`src/rtl/mem_access_unit_if.sv`:
```
// Core request / response and word-memory bus for mem_access_unit.
// Signal names are seen from the unit: i_* driven by core/memory, o_* by the unit.
interface mem_access_unit_if;
  logic        i_reqValid;
  logic        o_reqReady;
  logic        i_reqWrite;
  logic [2:0]  i_reqFunct3;
  logic [31:0] i_reqAddress;
  logic [31:0] i_reqWriteData;
  logic        o_rspValid;
  logic [31:0] o_rspReadData;
  logic        o_rspError;
  logic [31:0] o_memAddress;
  logic        o_memWriteEnable;
  logic [31:0] o_memWriteData;
  logic [31:0] i_memReadData;

  modport slave (
    input  i_reqValid, i_reqWrite, i_reqFunct3,
    input  i_reqAddress, i_reqWriteData, i_memReadData,
    output o_reqReady, o_rspValid, o_rspReadData,
    output o_rspError, o_memAddress, o_memWriteEnable,
    output o_memWriteData
  );

  modport master (
    output i_reqValid, i_reqWrite, i_reqFunct3,
    output i_reqAddress, i_reqWriteData, i_memReadData,
    input  o_reqReady, o_rspValid, o_rspReadData,
    input  o_rspError, o_memAddress, o_memWriteEnable,
    input  o_memWriteData
  );
endinterface

```
`src/rtl/mem_access_unit.sv`:
```
// RV32I load/store unit over a 32-bit word memory with read-modify-write for SB/SH.
// Optional macro MEM_ACCESS_MISALIGN_TRAP_EN turns misaligned LH/LHU/SH/LW/SW into errors.
module mem_access_unit (
  input  logic              i_clk,
  input  logic              i_rst,
  mem_access_unit_if.slave  bus
);

  typedef enum logic [1:0] {
    IDLE,
    READ,
    WRITE,
    RESP
  } state_t;

  state_t      r_state;
  state_t      w_next;
  logic        r_write;
  logic [2:0]  r_funct3;
  logic [31:0] r_addr;
  logic [31:0] r_wdata;
  logic [31:0] r_rdata;
  logic        r_err;

  logic        w_accept;
  logic        w_legal;
  logic [7:0]  w_byte;
  logic [15:0] w_half;
  logic [31:0] w_ext;
  logic [31:0] w_merge;

  assign w_accept = bus.i_reqValid && (r_state == IDLE);

  // Decide at accept time whether the request may touch memory
  always_comb begin
    w_legal = 1'b0;
    if (bus.i_reqWrite)
      w_legal = (bus.i_reqFunct3 <= 3'd2);
    else
      w_legal = (bus.i_reqFunct3 inside {3'd0, 3'd1, 3'd2, 3'd4, 3'd5});
`ifdef MEM_ACCESS_MISALIGN_TRAP_EN
    if (bus.i_reqFunct3[1:0] == 2'b01 && bus.i_reqAddress[0])
      w_legal = 1'b0;
    if (bus.i_reqFunct3[1:0] == 2'b10 && bus.i_reqAddress[1:0] != 2'b00)
      w_legal = 1'b0;
`endif
  end

  // State register plus request latch and read-word capture
  always_ff @(posedge i_clk) begin
    if (i_rst) begin
      r_state  <= IDLE;
      r_write  <= 1'b0;
      r_funct3 <= 3'd0;
      r_addr   <= 32'd0;
      r_wdata  <= 32'd0;
      r_rdata  <= 32'd0;
      r_err    <= 1'b0;
    end else begin
      r_state <= w_next;
      if (w_accept) begin
        r_write  <= bus.i_reqWrite;
        r_funct3 <= bus.i_reqFunct3;
        r_addr   <= bus.i_reqAddress;
        r_wdata  <= bus.i_reqWriteData;
        r_err    <= !w_legal;
      end
      if (r_state == READ)
        r_rdata <= bus.i_memReadData;
    end
  end

  // Lane extraction with sign/zero extension for loads
  always_comb begin
    w_byte = 8'd0;
    unique case (r_addr[1:0])
      2'd0: w_byte = r_rdata[7:0];
      2'd1: w_byte = r_rdata[15:8];
      2'd2: w_byte = r_rdata[23:16];
      2'd3: w_byte = r_rdata[31:24];
    endcase
    w_half = r_addr[1] ? r_rdata[31:16] : r_rdata[15:0];
    w_ext = 32'd0;
    case (r_funct3)
      3'd0:    w_ext = {{24{w_byte[7]}}, w_byte};
      3'd1:    w_ext = {{16{w_half[15]}}, w_half};
      3'd2:    w_ext = r_rdata;
      3'd4:    w_ext = {24'd0, w_byte};
      3'd5:    w_ext = {16'd0, w_half};
      default: w_ext = 32'd0;
    endcase
  end

  // Store word: whole word for SW, lane-replaced read word for SB/SH
  always_comb begin
    w_merge = r_rdata;
    case (r_funct3)
      3'd0: begin
        unique case (r_addr[1:0])
          2'd0: w_merge[7:0]   = r_wdata[7:0];
          2'd1: w_merge[15:8]  = r_wdata[7:0];
          2'd2: w_merge[23:16] = r_wdata[7:0];
          2'd3: w_merge[31:24] = r_wdata[7:0];
        endcase
      end
      3'd1: begin
        if (r_addr[1])
          w_merge[31:16] = r_wdata[15:0];
        else
          w_merge[15:0] = r_wdata[15:0];
      end
      default: w_merge = r_wdata;
    endcase
  end

  // Next-state and handshake/bus outputs
  always_comb begin
    w_next                = r_state;
    bus.o_reqReady        = 1'b0;
    bus.o_rspValid        = 1'b0;
    bus.o_rspError        = 1'b0;
    bus.o_rspReadData     = 32'd0;
    bus.o_memWriteEnable  = 1'b0;
    bus.o_memAddress      = {r_addr[31:2], 2'b00};
    bus.o_memWriteData    = w_merge;
    unique case (r_state)
      IDLE: begin
        bus.o_reqReady = 1'b1;
        if (w_accept) begin
          if (!w_legal)
            w_next = RESP;
          else if (bus.i_reqWrite && bus.i_reqFunct3 == 3'd2)
            w_next = WRITE;
          else
            w_next = READ;
        end
      end
      READ:  w_next = r_write ? WRITE : RESP;
      WRITE: begin
        bus.o_memWriteEnable = !i_rst;
        w_next = RESP;
      end
      RESP: begin
        bus.o_rspValid = 1'b1;
        bus.o_rspError = r_err;
        if (!r_err && !r_write)
          bus.o_rspReadData = w_ext;
        w_next = IDLE;
      end
    endcase
  end

endmodule

```
`src/flat_wrapper.sv`:
```
// flat-port wrapper written by rule: the top's interface ports become plain ports
module mem_access_unit_flat 
  (i_clk, i_rst, bus_i_reqValid, bus_i_reqWrite, bus_i_reqFunct3, bus_i_reqAddress, bus_i_reqWriteData, bus_i_memReadData, bus_o_reqReady, bus_o_rspValid, bus_o_rspReadData, bus_o_rspError, bus_o_memAddress, bus_o_memWriteEnable, bus_o_memWriteData);
  mem_access_unit_if bus_i ();
  input  logic i_clk;
  input  logic i_rst;
  input wire logic [$bits(bus_i.i_reqValid)-1:0] bus_i_reqValid;
  input wire logic [$bits(bus_i.i_reqWrite)-1:0] bus_i_reqWrite;
  input wire logic [$bits(bus_i.i_reqFunct3)-1:0] bus_i_reqFunct3;
  input wire logic [$bits(bus_i.i_reqAddress)-1:0] bus_i_reqAddress;
  input wire logic [$bits(bus_i.i_reqWriteData)-1:0] bus_i_reqWriteData;
  input wire logic [$bits(bus_i.i_memReadData)-1:0] bus_i_memReadData;
  output wire logic [$bits(bus_i.o_reqReady)-1:0] bus_o_reqReady;
  output wire logic [$bits(bus_i.o_rspValid)-1:0] bus_o_rspValid;
  output wire logic [$bits(bus_i.o_rspReadData)-1:0] bus_o_rspReadData;
  output wire logic [$bits(bus_i.o_rspError)-1:0] bus_o_rspError;
  output wire logic [$bits(bus_i.o_memAddress)-1:0] bus_o_memAddress;
  output wire logic [$bits(bus_i.o_memWriteEnable)-1:0] bus_o_memWriteEnable;
  output wire logic [$bits(bus_i.o_memWriteData)-1:0] bus_o_memWriteData;
  assign bus_i.i_reqValid = bus_i_reqValid;
  assign bus_i.i_reqWrite = bus_i_reqWrite;
  assign bus_i.i_reqFunct3 = bus_i_reqFunct3;
  assign bus_i.i_reqAddress = bus_i_reqAddress;
  assign bus_i.i_reqWriteData = bus_i_reqWriteData;
  assign bus_i.i_memReadData = bus_i_memReadData;
  assign bus_o_reqReady = bus_i.o_reqReady;
  assign bus_o_rspValid = bus_i.o_rspValid;
  assign bus_o_rspReadData = bus_i.o_rspReadData;
  assign bus_o_rspError = bus_i.o_rspError;
  assign bus_o_memAddress = bus_i.o_memAddress;
  assign bus_o_memWriteEnable = bus_i.o_memWriteEnable;
  assign bus_o_memWriteData = bus_i.o_memWriteData;
  mem_access_unit u_core (.i_clk(i_clk), .i_rst(i_rst), .bus(bus_i));
endmodule
```
`config.mk`:
```
export PLATFORM = sky130hd
export DESIGN_NAME = mem_access_unit_flat
export DESIGN_NICKNAME = d
export VERILOG_FILES = /design/src/rtl/mem_access_unit_if.sv /design/src/rtl/mem_access_unit.sv /design/src/flat_wrapper.sv
export SDC_FILE = /design/constraint.sdc
export NUM_CORES = 1
export LEC_CHECK = 0
export ABC_AREA = 1
export BUFFER_PORTS_ARGS = -buffer_cell sky130_fd_sc_hd__buf_2
export CORE_ASPECT_RATIO = 1.2
export CORE_MARGIN = 5
export CORE_UTILIZATION = 50
export CTS_CLUSTER_SIZE = 25
export DETAILED_ROUTE_END_ITERATION = 10
export HOLD_SLACK_MARGIN = 0.08
export PLACE_DENSITY = 0.8
export SYNTH_ARGS = -nofsm -noshare
export SYNTH_HDL_FRONTEND = slang
export SYNTH_SLANG_ARGS = --single-unit
```
`constraint.sdc`:
```
create_clock -name i_clk -period 2.75 [get_ports i_clk]
set_input_delay 0.275 -clock i_clk [delete_from_list [all_inputs] [get_ports i_clk]]
set_output_delay 0.275 -clock i_clk [all_outputs]
set_load 0.02 [all_outputs]
```
==> metrics.md, run 1 <==
| Metric | Value |
|---|---|
| Status | finished clean |
| Max-cap check violation count | 0 |
| Dpl hpwl | 13700 um |
| Worst Path Required | 2.48 ns |
| Syn Area/Cell | 6.67 um^2 |
| Placer Congestion | 0.963 |
| Worst path cell trace | clkinv_4 -> nand2_4 -> inv_2 -> o21ai_2 -> nand2_1 -> o21ai_0 -> buf_2 |
| Commonest cells after routing, fill and taps aside | buf_2 (200), nor2_1 (149), nand2_1 (138) |
| Total core area | 11500 um^2 |
| Switching Share | 40.8% |
| Largest cells by area after synthesis | dfxtp_1 (35%), o21ai_0 (10%), nor2_1 (9.6%) |
| Initial antenna violation count | 0 |
| Max Slew Vio Count | 0 |
| Syn-to-layout area delta | 18.7% |
| Fin. Hold Viols | 0 |
| Largest net degree at the start of global routing | 82 |
| Residual DRC | 0 |
| First-pass GRT wire length | 28000 um |
| Total Routing Usage GR | 25.7% |
| Sequential power share | 38.2% |
| Synth cell types | 29 |
| Most common cell after layout, fill and taps aside | buf_2 |
| Worst Hold Class | in -> reg |
| Multi-input logic area | 3010 um^2 |
| Critical path type | reg -> out |
| Post-DR wirelength/cell | 15.5 um |
| Pwr dens | 744 nW/um^2 |
| H-tree level count | 3 |
| Via/cell ratio | 5.22 |
| Clk sinks | 103 |
| Filler instances | 1153 |
| Synth area leader | dfxtp_1 |
| Final period utilization | 91.7% |
| Comb pwr share | 37.7% |
| Period minus WS final | 2.52 ns |
| Ys Warns | 0 |
| Global route overflow | 0 |
| VDD IR-drop max | 0.464 mV |
| Post-Synthesis Cells | 876 |
| Worst Path Arrival | 2.25 ns |
| Die area | 13900 um^2 |
| CTS tree | built |
| Worst hold slack | 0.125 ns |
| P_leak | 3.27 nW |
| Clock power share | 24.1% |
| Diode count | 0 |
| Final Non-Filler Cells | 1172 |
| CP Max Fanout | 20 |
| Finish-stage setup viols | 0 |
| Nets | 1117 |
| WP buf/inv | 3 |
| Setup TNS | 0 ns |
| Vias in the first global route | 5618 |
| Skew-Pair Late Insertion Delay | 0.34 ns |
| Hold path startpoint | i_rst |
| Fmax | 397 MHz |
| Startpoint types | flop |
| Vias | 6121 |
| Root buffer cell | clkbuf_16 |
| Clk_skew | 0.00606 ns |
| Area share of the largest cell type after synthesis | 35.3% |
| Chip Width | 109 um |
| Port buffer count | 200 |
| Row count | 43 |
| Clk slew on worst S/H paths | 0.07 ns |
| Synthesized cell area | 5840 um^2 |
| Slew headroom | 43.4% |
| Setup crit end kind | output pin |
| Hold Crit Depth | 2 |
| FF-to-FF End | u_core.r_addr[0] |
| Switching pwr | 2.10 mW |
| Post-synthesis register bit count | 103 |
| Slowest CP cell | dfxtp_1 |
| Seq/Total Area, Yosys | 35.3% |
| Final WL | 18200 um |
| Sequential Area | 2060 um^2 |
| Reg2reg start | u_core.r_state[0] |
| Post-layout util | 60.2% |
| Largest stage delay, worst path | 0.57 ns |
| Placed insts | 1156 |
| RSZ-0062 raised after global routing | false |
| Worst slew pin tran | 0.848 ns |
| Worst reg-to-reg path cell count | 6 |
| Number of buffers created by CTS | 9 |
| Crit path max-delay family | flip-flops |
| Setup Buffers After CTS | 0 |
| 1st-iter DRT viols | 536 |
| Num ports | 203 |
| WHS Endpoint | u_core.r_state[1] |
| Clock buffer depth | 2 |
| Starting Density | 50.7% |
| Register-to-register setup slack | 0.88 ns |
| Fraction of layout cells with a size suffix above 1 | 27.9% |
| DRT antenna net count | 0 |
| Die height | 128 um |
| Power Internal | 3.05 mW |
| Drt first pass iters | 5 |
[how the worst max path moves through the flow]
stage / startpoint / depth (start not counted) / slack (ns) / endpoint
final: u_core.r_funct3[1] / 7 / 0.23 / bus_o_memWriteData[2]
after global routing: u_core.r_funct3[1] / 7 / 0.04 / bus_o_memWriteData[1]
after CTS: u_core.r_funct3[1] / 6 / 0.07 / bus_o_rspReadData[16]
after detailed placement: u_core.r_funct3[1] / 6 / 0.44 / bus_o_rspReadData[16]
after global placement: u_core.r_funct3[1] / 7 / 0.54 / bus_o_memWriteData[10]
after floorplan: u_core.r_state[0] / 6 / 0.81 / bus_o_rspReadData[11]
[power groups by stage]
stage / combinational [mW] / sequential, mW / clock (mW)
final: 1.94 / 1.97 / 1.24
after CTS: 1.93 / 1.96 / 1.27
after floorplan: 1.50 / 1.89 / 0
after global routing: 2.15 / 1.99 / 1.33
after global placement: 1.90 / 1.98 / 0
after detailed placement: 1.92 / 1.99 / 0
[cells in the mapped netlist, drive strengths merged]
library cell and number:
nand3 31, conb 1, buf 55, a21oi 77, inv 74, a31oi 8
clkinv 1, o21ai 130, o21bai 1, clkbuf 33, dfxtp 103, o211ai 41
nor2 153, or2 10, nor3 3, nand2 151, ha 4
[metrics by stage]
stage / power, mW / instance area [um^2] / setup WS (ns)
floorplan: 3.39 / 5840 / 0.814
global placement: 3.88 / 6630 / 0.544
detailed placement: 3.91 / 6630 / 0.440
CTS: 5.16 / 6920 / 0.0697
global route: 5.46 / 6930 / 0.0431
finish: 5.15 / 6930 / 0.229
[flip-flops by register name, indices dropped and copies added (netlist names)]
register / cells
u_core.r_state: 2
u_core.r_rdata: 32
u_core.r_write: 1
u_core.r_err: 1
u_core.r_addr: 32
u_core.r_wdata: 32
u_core.r_funct3: 3
[routing by layer]
metal  global-route usage [%]  share of wire (%)
met5                        0                  0
met4                     12.2                4.6
met3                     6.62                9.8
met2                     42.9                 47
met1                     30.7                 39
[final cells by class]
cell class / count / area share [%]
clock buffers: 14 / 3.95
clock inverters: 2 / 0.199
flip-flops and latches: 103 / 29.8
well taps: 157 / 2.83
repair buffers: 210 / 15.7
multi-input cells: 611 / 43.4
inverters: 75 / 4.14
[kinds of logic after synthesis]
kind of cell / share of synthesized area, %
AOI/OAI and AO/OA: 24.8
other: 0.0642
DFF: 35.3
adders and majority gates: 0.857
buffers and inverters: 13.5
and+or+nand+nor: 25.5
[what timing repair did]
action / in CTS / in global routing
gates resized for setup: 0 / 2
hold buffers: 0 / 0
setup endpoints to repair: 0 / 32
Note: power is estimated with default switching activity, not from simulation.
==> inputs of run 2 (changes only) <==
--- a/config.mk
+++ b/config.mk
@@ -7,9 +7,11 @@
 export LEC_CHECK = 0
 export ABC_AREA = 1
 export BUFFER_PORTS_ARGS = -buffer_cell sky130_fd_sc_hd__buf_2
+export CAP_MARGIN = 20
 export CORE_ASPECT_RATIO = 1.2
 export CORE_MARGIN = 5
 export CORE_UTILIZATION = 50
+export CTS_BUF_LIST = sky130_fd_sc_hd__clkbuf_16
 export CTS_CLUSTER_SIZE = 25
 export DETAILED_ROUTE_END_ITERATION = 10
 export HOLD_SLACK_MARGIN = 0.08
==> metrics.md, run 2 (synthesis results as in run 1) <==
| Metric | Value |
|---|---|
| Met3 Track Usage GR | 6.72% |
| Commonest cells after routing, fill and taps aside | buf_2 (200), nor2_1 (149), nand2_1 (138) |
| Filler instances | 1159 |
| Residual DRC | 0 |
| Final period utilization | 90.9% |
| Starting Density | 50.7% |
| Worst Hold Class | in -> reg |
| Fraction of layout cells with a size suffix above 1 | 27.6% |
| Row count | 43 |
| CP Max Fanout | 20 |
| Fin. Hold Viols | 0 |
| Die area | 13900 um^2 |
| Root buffer cell | clkbuf_16 |
| DRT antenna net count | 0 |
| Clock buffer depth | 2 |
| Max-cap check violation count | 0 |
| Placer Congestion | 0.963 |
| Drt first pass iters | 5 |
| Largest net degree at the start of global routing | 82 |
| Die height | 128 um |
| Post-CTS Hold Fix Bufs | 0 |
| Worst Path Arrival | 2.23 ns |
| Via/cell ratio | 5.22 |
| First-pass GRT wire length | 27900 um |
| Chip Width | 109 um |
| Setup crit end kind | output pin |
| Worst slew pin tran | 0.845 ns |
| Vias in the first global route | 5598 |
| Largest regs | u_core.r_addr x32, u_core.r_rdata x32, u_core.r_wdata x32 |
| Skew-Pair Late Insertion Delay | 0.34 ns |
| Vias | 6121 |
| Status | finished clean |
| Clk slew on worst S/H paths | 0.07 ns |
| Setup TNS | 0 ns |
| Final WL | 18100 um |
| Port buffer count | 200 |
| Largest stage delay, worst path | 0.57 ns |
| Period minus WS final | 2.50 ns |
| P_leak | 3.26 nW |
| Nets | 1117 |
| Most common cell after layout, fill and taps aside | buf_2 |
| Post-DR wirelength/cell | 15.5 um |
| Met2 Use GR | 42.6% |
| Total Routing Usage GR | 25.6% |
| Pwr dens | 733 nW/um^2 |
| Dpl ws | 0.440 ns |
| Finish-stage setup viols | 0 |
| Worst Path Required | 2.48 ns |
| VDD IR-drop max | 0.461 mV |
| Dpl hpwl | 13700 um |
| GRT Max-Usage Layer | met2 |
| CTS tree | built |
| Slowest CP cell | dfxtp_1 |
| Worst path cell trace | clkinv_4 -> nand2_4 -> inv_2 -> o21ai_2 -> nand2_1 -> o21ai_0 -> buf_2 |
| Clk_skew | 0.00590 ns |
| Startpoint types | flop |
| Clk sinks | 103 |
| Diode count | 0 |
| Slew headroom | 43.6% |
| Total core area | 11500 um^2 |
| Post-layout util | 59.9% |
| Max Slew Vio Count | 0 |
| 1st-iter DRT viols | 564 |
| WP buf/inv | 3 |
| Critical path type | reg -> out |
| M1 GR Usage | 30.7% |
| Register-to-register setup slack | 0.84 ns |
| Fmax | 400 MHz |
| Multi-input logic area | 3010 um^2 |
| Number of buffers created by CTS | 9 |
| Worst setup margin | 0.249 ns |
| Global route overflow | 0 |
| RSZ-0062 raised after global routing | false |
| Sequential Area | 2060 um^2 |
| H-tree level count | 3 |
| Initial antenna violation count | 0 |
| Syn-to-layout area delta | 18.1% |
| Overall power | 5.06 mW |
| Crit path max-delay family | flip-flops |
| Num ports | 203 |
## run 2: cell count changes in the layout (fill, tap and decap cells not counted), sizes merged
cell | before | now
clkbuf | 14 | 9
clkinv | 3 | 6
inv | 74 | 76
## run 2: area by class of cell
class                           instances  area share, %
Timing Repair Buffer                  210           15.8
Clock inverter                          7          0.472
Tap cell                              157           2.85
Clock buffer                            9           3.26
Sequential cell                       103           29.9
Inverter                               75           4.15
Multi-Input combinational cell        611           43.6
## run 2: power by group
part           internal [mW]  total [mW]  switching, mW
Sequential              1.74        1.97          0.227
Clock                  0.599        1.15          0.549
Combinational          0.623        1.94           1.32
## run 2: worst paths after layout
path | startpoint | to | cells after the start
hold / removal | i_rst | u_core.r_state[1] | 2
setup reg to reg | u_core.r_state[0] | u_core.r_addr[0] | 6
setup / recovery | u_core.r_funct3[1] | bus_o_memWriteData[2] | 7
hold reg to reg | u_core.r_addr[19] | u_core.r_addr[19] | 2
## run 2: layer usage
metal	up-vias	share of wire, %
met5	-	0
met4	0	4.5
met3	50	10
met2	281	47
met1	2683	39
li1	3107	-
## run 2: repair_timing
| action | in CTS | in global routing |
|---|---|---|
| endpoints found under the setup margin | 0 | 32 |
| gates resized for setup | 0 | 2 |
| setup buffers | 0 | 0 |
## run 2: per-stage QoR
| stage | hold slack, ns | std cells | area [um^2] |
|---|---|---|---|
| 5_1_grt | 0.128 | 1172 | 6900 |
| 2_1_floorplan | 0.347 | 877 | 5840 |
| 6_report | 0.130 | 1172 | 6900 |
| 3_5_place_dp | 0.466 | 1156 | 6630 |
| 4_1_cts | 0.119 | 1172 | 6890 |
| 3_3_place_gp | 0.456 | 1156 | 6630 |
